`config.mk`:
```
export PLATFORM = sky130hd
export DESIGN_NAME = cla_pipe_adder
export DESIGN_NICKNAME = d
export VERILOG_FILES = /design/src/rtl/cla_pipe_adder.sv
export SDC_FILE = /design/constraint.sdc
export NUM_CORES = 1
export LEC_CHECK = 0
export ABC_CLOCK_PERIOD_IN_PS = 6000
export CAP_MARGIN = 20
export CORE_AREA = 5 5 126 128
export CTS_CLUSTER_SIZE = 10
export DETAILED_ROUTE_END_ITERATION = 12
export DIE_AREA = 0 0 131 133
export PLACE_DENSITY = 0.58
export SLEW_MARGIN = 40
export SYNTH_ARGS = -nofsm -noshare
export SYNTH_HDL_FRONTEND = slang
export SYNTH_SLANG_ARGS = --single-unit
```
`constraint.sdc`:
```
create_clock -name clk -period 6 [get_ports clk]
set_input_delay 1.2 -clock clk [delete_from_list [all_inputs] [get_ports clk]]
set_output_delay 1.2 -clock clk [all_outputs]
set_load 0.1 [all_outputs]
```
`src/rtl/cla_pipe_adder.sv`:
```
// Pipelined block carry-lookahead adder/subtractor with a valid/ready handshake and status flags.
// Optional signed saturation in the last stage is enabled by defining CLA_SAT_EN.
module cla_pipe_adder #(
  parameter int WIDTH  = 32,
  parameter int BLK    = 4,
  parameter int STAGES = 2
) (
  input  logic             clk,
  input  logic             rst_n,
  input  logic             in_valid,
  output logic             in_ready,
  input  logic [WIDTH-1:0] a,
  input  logic [WIDTH-1:0] b,
  input  logic             cin,
  input  logic             sub,
  input  logic             sat,
  output logic             out_valid,
  input  logic             out_ready,
  output logic [WIDTH-1:0] sum,
  output logic             cout,
  output logic             ovf,
  output logic             zero
);

  localparam int SEG = WIDTH / STAGES;
  localparam int NG  = SEG / BLK;
  localparam int MSB = WIDTH - 1;

  if ((WIDTH % STAGES) != 0 || ((WIDTH / STAGES) % BLK) != 0) begin : g_bad_cfg
    $error("cla_pipe_adder: WIDTH must split into STAGES segments of whole BLK-bit groups");
  end

  // Carry into every bit of a BLK-bit group, full lookahead from c.
  function automatic logic [BLK:0] f_blk_carry(input logic [BLK-1:0] p,
                                               input logic [BLK-1:0] g,
                                               input logic           c);
    logic [BLK:0] w_cv;
    logic         w_t;
    for (int j = 0; j <= BLK; j++) begin
      w_t = c;
      for (int i = 0; i < j; i++) w_t = w_t & p[i];
      w_cv[j] = w_t;
      for (int i = 0; i < j; i++) begin
        w_t = g[i];
        for (int k = i + 1; k < j; k++) w_t = w_t & p[k];
        w_cv[j] = w_cv[j] | w_t;
      end
    end
    return w_cv;
  endfunction

  function automatic logic [NG:0] f_grp_carry(input logic [NG-1:0] p,
                                              input logic [NG-1:0] g,
                                              input logic          c);
    logic [NG:0] w_cv;
    logic        w_t;
    for (int j = 0; j <= NG; j++) begin
      w_t = c;
      for (int i = 0; i < j; i++) w_t = w_t & p[i];
      w_cv[j] = w_t;
      for (int i = 0; i < j; i++) begin
        w_t = g[i];
        for (int k = i + 1; k < j; k++) w_t = w_t & p[k];
        w_cv[j] = w_cv[j] | w_t;
      end
    end
    return w_cv;
  endfunction

  // One segment: group P/G, second-level lookahead across groups, then bit sums. Returns {cout, sum}.
  function automatic logic [SEG:0] f_seg(input logic [SEG-1:0] p,
                                         input logic [SEG-1:0] g,
                                         input logic           c);
    logic [NG-1:0]  w_gp;
    logic [NG-1:0]  w_gg;
    logic [NG:0]    w_gc;
    logic [BLK:0]   w_bc;
    logic [SEG-1:0] w_s;
    for (int j = 0; j < NG; j++) begin
      w_bc    = f_blk_carry(p[j*BLK +: BLK], g[j*BLK +: BLK], 1'b0);
      w_gg[j] = w_bc[BLK];
      w_gp[j] = &p[j*BLK +: BLK];
    end
    w_gc = f_grp_carry(w_gp, w_gg, c);
    for (int j = 0; j < NG; j++) begin
      w_bc                = f_blk_carry(p[j*BLK +: BLK], g[j*BLK +: BLK], w_gc[j]);
      w_s[j*BLK +: BLK]   = p[j*BLK +: BLK] ^ w_bc[BLK-1:0];
    end
    return {w_gc[NG], w_s};
  endfunction

  logic             r_out_vld;
  logic [WIDTH-1:0] r_sum;
  logic             r_cout;
  logic             r_ovf;
  logic             r_zero;

  logic             w_stall;
  logic [WIDTH-1:0] w_beff;
  logic [WIDTH-1:0] w_in_p;
  logic [WIDTH-1:0] w_in_g;
  logic             w_c0;
  logic             w_sat_in;

  // A stall freezes the whole pipe, so bubbles keep their slots.
  assign w_stall  = r_out_vld && !out_ready;
  assign in_ready = !w_stall;

  assign w_beff = sub ? ~b : b;
  assign w_c0   = sub ? 1'b1 : cin;
  assign w_in_p = a ^ w_beff;
  assign w_in_g = a & w_beff;

`ifdef CLA_SAT_EN
  assign w_sat_in = sat;
`else
  logic w_sat_unused;
  assign w_sat_in     = 1'b0;
  assign w_sat_unused = sat;
`endif

  for (genvar s = 0; s < STAGES - 1; s++) begin : g_st
    localparam int LO = s * SEG;
    localparam int UW = WIDTH - LO;

    logic [UW-1:0]     w_p;
    logic [UW-1:0]     w_g;
    logic [LO+SEG-1:0] w_done;
    logic              w_c;
    logic              w_vld;
    logic              w_sat;
    logic              w_amsb;
    logic              w_bmsb;
    logic [SEG:0]      w_seg;

    logic [LO+SEG-1:0] r_done;
    logic [UW-SEG-1:0] r_p;
    logic [UW-SEG-1:0] r_g;
    logic              r_c;
    logic              r_vld;
    logic              r_sat;
    logic              r_amsb;
    logic              r_bmsb;

    if (s == 0) begin : g_src
      assign w_p    = w_in_p;
      assign w_g    = w_in_g;
      assign w_c    = w_c0;
      assign w_vld  = in_valid;
      assign w_sat  = w_sat_in;
      assign w_amsb = a[MSB];
      assign w_bmsb = w_beff[MSB];
      assign w_done = w_seg[SEG-1:0];
    end else begin : g_src
      assign w_p    = g_st[s-1].r_p;
      assign w_g    = g_st[s-1].r_g;
      assign w_c    = g_st[s-1].r_c;
      assign w_vld  = g_st[s-1].r_vld;
      assign w_sat  = g_st[s-1].r_sat;
      assign w_amsb = g_st[s-1].r_amsb;
      assign w_bmsb = g_st[s-1].r_bmsb;
      assign w_done = {w_seg[SEG-1:0], g_st[s-1].r_done};
    end

    assign w_seg = f_seg(w_p[SEG-1:0], w_g[SEG-1:0], w_c);

    always_ff @(posedge clk or negedge rst_n) begin
      if (!rst_n) begin
        r_vld  <= 1'b0;
        r_done <= '0;
        r_p    <= '0;
        r_g    <= '0;
        r_c    <= 1'b0;
        r_sat  <= 1'b0;
        r_amsb <= 1'b0;
        r_bmsb <= 1'b0;
      end else if (!w_stall) begin
        r_vld <= w_vld;
        if (w_vld) begin
          r_done <= w_done;
          r_p    <= w_p[UW-1:SEG];
          r_g    <= w_g[UW-1:SEG];
          r_c    <= w_seg[SEG];
          r_sat  <= w_sat;
          r_amsb <= w_amsb;
          r_bmsb <= w_bmsb;
        end
      end
    end
  end

  logic [SEG-1:0]   w_fp;
  logic [SEG-1:0]   w_fg;
  logic             w_fc;
  logic             w_fvld;
  logic             w_fsat;
  logic             w_famsb;
  logic             w_fbmsb;
  logic [SEG:0]     w_fseg;
  logic [WIDTH-1:0] w_raw;
  logic [WIDTH-1:0] w_res;
  logic             w_ovf;

  if (STAGES == 1) begin : g_fsrc
    assign w_fp    = w_in_p;
    assign w_fg    = w_in_g;
    assign w_fc    = w_c0;
    assign w_fvld  = in_valid;
    assign w_fsat  = w_sat_in;
    assign w_famsb = a[MSB];
    assign w_fbmsb = w_beff[MSB];
    assign w_raw   = w_fseg[SEG-1:0];
  end else begin : g_fsrc
    assign w_fp    = g_st[STAGES-2].r_p;
    assign w_fg    = g_st[STAGES-2].r_g;
    assign w_fc    = g_st[STAGES-2].r_c;
    assign w_fvld  = g_st[STAGES-2].r_vld;
    assign w_fsat  = g_st[STAGES-2].r_sat;
    assign w_famsb = g_st[STAGES-2].r_amsb;
    assign w_fbmsb = g_st[STAGES-2].r_bmsb;
    assign w_raw   = {w_fseg[SEG-1:0], g_st[STAGES-2].r_done};
  end

  assign w_fseg = f_seg(w_fp, w_fg, w_fc);

  // Overflow is judged on the wrapped sum; the clamp only replaces the result value.
  always_comb begin
    w_ovf = (w_famsb == w_fbmsb) && (w_raw[MSB] != w_famsb);
    w_res = w_raw;
    if (w_fsat && w_ovf) begin
      w_res = w_famsb ? {1'b1, {MSB{1'b0}}} : {1'b0, {MSB{1'b1}}};
    end
  end

  always_ff @(posedge clk or negedge rst_n) begin
    if (!rst_n) begin
      r_out_vld <= 1'b0;
      r_sum     <= '0;
      r_cout    <= 1'b0;
      r_ovf     <= 1'b0;
      r_zero    <= 1'b0;
    end else if (!w_stall) begin
      r_out_vld <= w_fvld;
      if (w_fvld) begin
        r_sum  <= w_res;
        r_cout <= w_fseg[SEG];
        r_ovf  <= w_ovf;
        r_zero <= (w_res == '0);
      end
    end
  end

  assign out_valid = r_out_vld;
  assign sum       = r_sum;
  assign cout      = r_cout;
  assign ovf       = r_ovf;
  assign zero      = r_zero;

endmodule

```
==> metrics.txt, run 1 <==
Total GRT Usage between 10% and 20%; final hold violation count 0; WP data arrival roughly 2.5 ns; GR peak layer met2; Seq cells post-synth roughly 90; Starting Density 33.1%; die outline area roughly 0.017 mm^2; area of the multi-input gates roughly 0.0026 mm^2; largest net degree at the start of global routing around 90; Worst Clk Skew 0.0104 ns; Slew @ Worst Pin 0.712 ns; Placer Congestion 0.774; Post-Syn Instances ~440; maximum VDD drop approximately 0.0002 V; PD cells 488 mW/mm^2; synth warn 0; clk_lat worst skew 0.33 ns; sequential share of the synthesized area a little under half; CTS Hold Bufs 0; IO Port Bufs 106; Root Buffer clkbuf_16; dominant synthesized flop cell dfrtp_1; initial antenna violation count 1; Hold Crit Class reg2reg; crit-path max cell delay about 0.5 ns; met2 Use GR roughly a fifth; antenna-violating nets left 0; detail-routed via count per cell between 4 and 5; EDFF count, synth 0; core area around 0.015 mm^2; unrepaired setup endpoints after global routing false; Die Y around 130 um; share of layout cells above drive strength 1 a little over a fifth; grt total ovfl 0; FFs w/ async S/R, synth 100%; max frequency between 0.2 and 0.3 GHz; CP Max Fanout 8; Synth Cell Area 0.00489 mm^2; outcome finished, final reports clean; critical path class in2out; Ports 108; FF+latch area ~0.0022 mm^2; GR Util met1 between 10% and 20%; Worst-path clk slew roughly 0.060 ns; DRC 0; Max Root-Sink Buffers 2; max-slew violations 0; Fillers 1450; Area contributors post-synth dfrtp_1 45%, mux2_2 13%, ha_1 10%; max-cap violations 0; Switching Share between 50 and 60%; Clk network pwr share approximately 17%; postcts setup bufs 0; H-tree Lvls 3; final setup TNS 0 ns; Critical Path RT around 4.8 ns; Max-slew headroom ~53%; endpoints failing setup 0; Final Cycle Share ~61%; Critical Path End Type output pin; Resized cells post-CTS 0; Synth top cells by count 88 x dfrtp_1, 58 x mux2_2, 46 x nand2_1; Critical-path top delay cell buf_2; Final HPWL DP ~8100 um; Routed WL per cell about 14 um; Psw approximately 0.0016 W; area grow syn2layout 27.1%; Worst setup SP type input port; cells along the critical path clkdlybuf4s50_1 -> nand2b_1 -> buf_2; Final Total Pwr roughly 0.0030 W; TritonCTS buffer count 9; leakage approximately 2.9 nW; Initial DRC Count 147; vias in the first global route 3633; Pint about 0.0015 W; Total Wirelength about 11000 um; Gate power share between 50% and 60%; Ant. Diodes 0; Period minus WS final around 3.7 ns; Flop pwr share 31.2%; most frequent cell after synthesis dfrtp_1; met3 usage between 2 and 2.5%; clk sink count 88; CTS tree yes; dpl ws between 1.5 and 2 ns; Yosys top cell area share approximately 45%; dominant cell type by area after synthesis dfrtp_1; worst setup margin roughly 2.3 ns; first-pass GRT wire length approximately 18000 um; Layout Nets 658; DRT Pass-1 Iters 4; placement row count 45; Net Count, Synth about 560; DR vias between 3000 and 4000; Die X-Extent 131 um; Netlist cell types 34; syn avg cell area around 11 um^2
-- cell families (layout without fill, tap and decap cells) --
logic type               Yosys count  after routing  synth area share [%]
AND/OR/NAND/NOR                   84             84                  7.78
adder cells (fa/ha/maj)           44             44                  11.9
AO/OA/AOI/OAI                     81             81                  9.44
XOR/XNOR                          56             56                  10.0
multiplexers                      58             58                  13.4
buffers and inverters             30            136                  2.48
flip-flops                        88             88                  45.0
-- routing by layer --
layer	part of all wire [%]	vias up
li1	-	1731
met2	49	64
met5	0.12	-
met1	45	1637
met3	4.4	14
met4	1.6	2
-- worst paths after layout --
path                                start                 to  slack [ns]  cells after the start
setup / recovery                out_ready           in_ready        2.32                      3
hold / removal                    sum[25]            sum[25]        0.48                      2
setup reg to reg           g_st[0].r_p[6]               zero        3.14                     10
hold reg to reg                   sum[25]            sum[25]        0.48                      2
max in group asynchronous           rst_n             sum[0]        4.58                      1
min in group asynchronous           rst_n  g_st[0].r_done[7]        0.89                      1
-- through the flow --
stage / hold slack [ns] / utilization [%] / std cells / instance area [um^2]
global placement: 0.478 / 41.5 / 720 / 6120
global route: 0.514 / 42.1 / 735 / 6220
floorplan: 0.468 / - / 441 / 4890
detailed placement: 0.480 / 40.3 / 720 / 5950
finish: 0.485 / 42.1 / 735 / 6220
CTS: 0.493 / 42.1 / 735 / 6210
-- flip-flops by register name (all words and copies together), names as in the netlist --
| register | cells |
|---|---|
| sum | 32 |
| g_st.r_done | 16 |
| g_st.r_g | 16 |
| g_st.r_p | 16 |
| cout | 1 |
| g_st.r_amsb | 1 |
| g_st.r_bmsb | 1 |
| g_st.r_c | 1 |
| g_st.r_vld | 1 |
| out_valid | 1 |
| ovf | 1 |
| zero | 1 |
-- cell usage in the layout, fill, tap and decap left out, types with 2 or more instances in the layout --
master,instances
a21o_1,8
a21oi_1,20
buf_2,37
buf_4,2
clkbuf_1,2
clkbuf_16,9
clkbuf_8,2
clkdlybuf4s50_1,67
clkinv_2,2
dfrtp_1,88
fa_1,4
ha_1,40
inv_1,14
mux2_2,58
nand2_1,44
nand2b_1,6
nand3_1,5
nand4_1,2
nor2_1,11
nor4_1,6
o21a_1,6
o21ai_0,39
o31ai_1,2
or3_1,2
xnor2_1,12
xor2_1,44
-- cell type report --
| cell class | count | share of cell area [%] |
|---|---|---|
| multi-input combinational | 323 | 41.4 |
| sequential | 88 | 35.4 |
| timing repair buffer | 107 | 14.2 |
| clock buffer | 12 | 3.97 |
| tap | 188 | 3.78 |
| inverter | 14 | 0.845 |
| clock inverter | 3 | 0.302 |
-- critical path, delay by kind of cell --
family / cells / cell delay, ns
buf+inv: 2 / 0.95
simple gates: 1 / 0.33
-- power groups by stage --
| stage | Sequential (W) | Clock [W] | Combinational [W] |
|---|---|---|---|
| floorplan | 0.00176 | 0 | 0.000446 |
| finish | 0.000944 | 0.000504 | 0.00158 |
| detailed placement | 0.000960 | 0 | 0.00160 |
| global route | 0.000972 | 0.000546 | 0.00168 |
| global placement | 0.000954 | 0 | 0.00169 |
| CTS | 0.000949 | 0.000522 | 0.00160 |
(Power assumes the default switching activity.)
==> run 2: changes to the inputs <==
--- a/config.mk
+++ b/config.mk
@@ -5,13 +5,13 @@
 export SDC_FILE = /design/constraint.sdc
 export NUM_CORES = 1
 export LEC_CHECK = 0
-export ABC_CLOCK_PERIOD_IN_PS = 6000
+export ABC_CLOCK_PERIOD_IN_PS = 3200
 export CAP_MARGIN = 20
 export CORE_AREA = 5 5 126 128
 export CTS_CLUSTER_SIZE = 10
 export DETAILED_ROUTE_END_ITERATION = 12
 export DIE_AREA = 0 0 131 133
-export PLACE_DENSITY = 0.58
+export PLACE_DENSITY = 0.6
 export SLEW_MARGIN = 40
 export SYNTH_ARGS = -nofsm -noshare
 export SYNTH_HDL_FRONTEND = slang
==> constraint.sdc (replaced) <==
create_clock -name clk -period 3.2 [get_ports clk]
set_input_delay 0.64 -clock clk [delete_from_list [all_inputs] [get_ports clk]]
set_output_delay 0.64 -clock clk [all_outputs]
set_load 0.1 [all_outputs]
==> metrics.txt, run 2 (synthesis results as in run 1) <==
outcome finished, final reports clean; CTS Hold Bufs 0; Worst setup SP type input port; Period minus WS final a little under 3 ns; Total GRT Usage 13.2%; IO Port Bufs between 100 and 150; clk_lat worst skew around 0.34 ns; first-pass GRT wire length between 15000 and 20000 um; Reg2Reg Capture Point zero; Routed WL per cell about 14 um; maximum VDD drop 0.000362 V; worst path bufs/invs 2; WP data arrival around 3.1 ns; Ports 108; postcts setup bufs 0; area grow syn2layout 32.8%; PD cells approximately 920 mW/mm^2; TritonCTS buffer count 9; Ant. Diodes 0; Layout Nets roughly 670; antenna-violating nets left 0; Root Buffer clkbuf_16; critical path class in2reg; cells along the critical path clkdlybuf4s50_1 -> xor2_1 -> ha_1 -> a21o_1 -> a31oi_2 -> o21ai_2 -> buf_4 -> a21o_1 -> ha_1 -> o21ai_0 -> nand2b_1 -> a21oi_1 -> xor2_1 -> o21ai_0; Total Wirelength ~11000 um; most common cell after layout, fill and taps aside dfrtp_1; Die X-Extent roughly 130 um; max-cap violations 0; CP startpoint b[1]; die outline area 0.0174 mm^2; initial antenna violation count 0; fin util 44.0%; endpoints failing setup 0; crit-path leading delay family compound AO/OA/AOI/OAI gates; Slew @ Worst Pin 0.451 ns; DR vias around 3500; detail-routed via count per cell 4.66; Initial DRC Count around 170; Resized cells post-CTS 0; crit-path max cell delay approximately 0.47 ns; max-slew violations 0; placement row count 45; worst reg2reg setup slack around 0.34 ns; vias in the first global route 3732; CP Max Fanout 3; Worst Clk Skew approximately 0.0093 ns; Placer Congestion ~0.78; share of layout cells above drive strength 1 between 20% and 30%; Critical Path End Type flip-flop; dpl ws -0.133 ns; worst setup margin roughly 0.26 ns; Die Y between 100 and 150 um; largest net degree at the start of global routing 83; DRC 0; max frequency 0.341 GHz; max FFs per register 32; Critical Path RT 3.41 ns; final hold violation count 0; CTS tree yes; clk sink count 88; leakage 2.99 nW; DRT Pass-1 Iters 4; Max Root-Sink Buffers 2; Hold Crit Class in2async; H-tree Lvls 3; Starting Density 33.1%; most frequent cells in the layout 88 x dfrtp_1, 67 x clkdlybuf4s50_1, 58 x mux2_2; Worst-path clk slew approximately 0.060 ns; Final HPWL DP roughly 8500 um; Critical-path top delay cell clkdlybuf4s50_1; Max-slew headroom 69.9%; Crit path depth 14; Reg2Reg Launch Point g_st[0].r_p[6]; r2r worst-path depth 10; Final Cycle Share about 92%; unrepaired setup endpoints after global routing false; grt total ovfl 0; core area 0.0148 mm^2
## run 2: power by group
group          switching [W]  leakage [nW]  internal, W
clock               0.000419         0.145     0.000625
sequential          0.000288          1.08      0.00149
combinational        0.00225          1.77     0.000895
total                0.00295          2.99      0.00301
## run 2: per-stage QoR
stage	cells	total power (W)	area (um^2)	hold WS, ns	setup TNS (ns)
2_1_floorplan	441	0.00413	4890	0.344	0
3_3_place_gp	736	0.00493	6180	0.460	-0.184
3_5_place_dp	736	0.00497	6180	0.463	-0.288
4_1_cts	752	0.00603	6480	0.100	0
5_1_grt	752	0.00630	6490	0.104	0
6_report	752	0.00596	6490	0.109	0
## run 2: cell type report
class	count	area [um^2]
clock buffers	11	243
clock inverters	5	56.3
fillers	1449	8260
inverters	14	52.6
multi-input cells	323	2580
flip-flops and latches	88	2200
well taps	188	235
repair buffers	123	1130
## run 2: per-layer routing
| layer | vias up | GRT usage, % | wire length, um |
|---|---|---|---|
| li1 | 1764 | - | - |
| met1 | 1668 | 16.6 | 4650 |
| met2 | 65 | 22.4 | 5470 |
| met3 | 11 | 2.58 | 476 |
| met4 | 0 | 4.46 | 179 |
| met5 | - | 0 | 0 |
## run 2: worst max-delay path by stage
stage and end:
2_1_floorplan g_st[0].r_done[11], 3_3_place_gp g_st[0].r_done[15], 3_5_place_dp g_st[0].r_done[15], 5_1_grt g_st[0].r_done[15], 6_report g_st[0].r_done[15], 4_1_cts g_st[0].r_done[15]
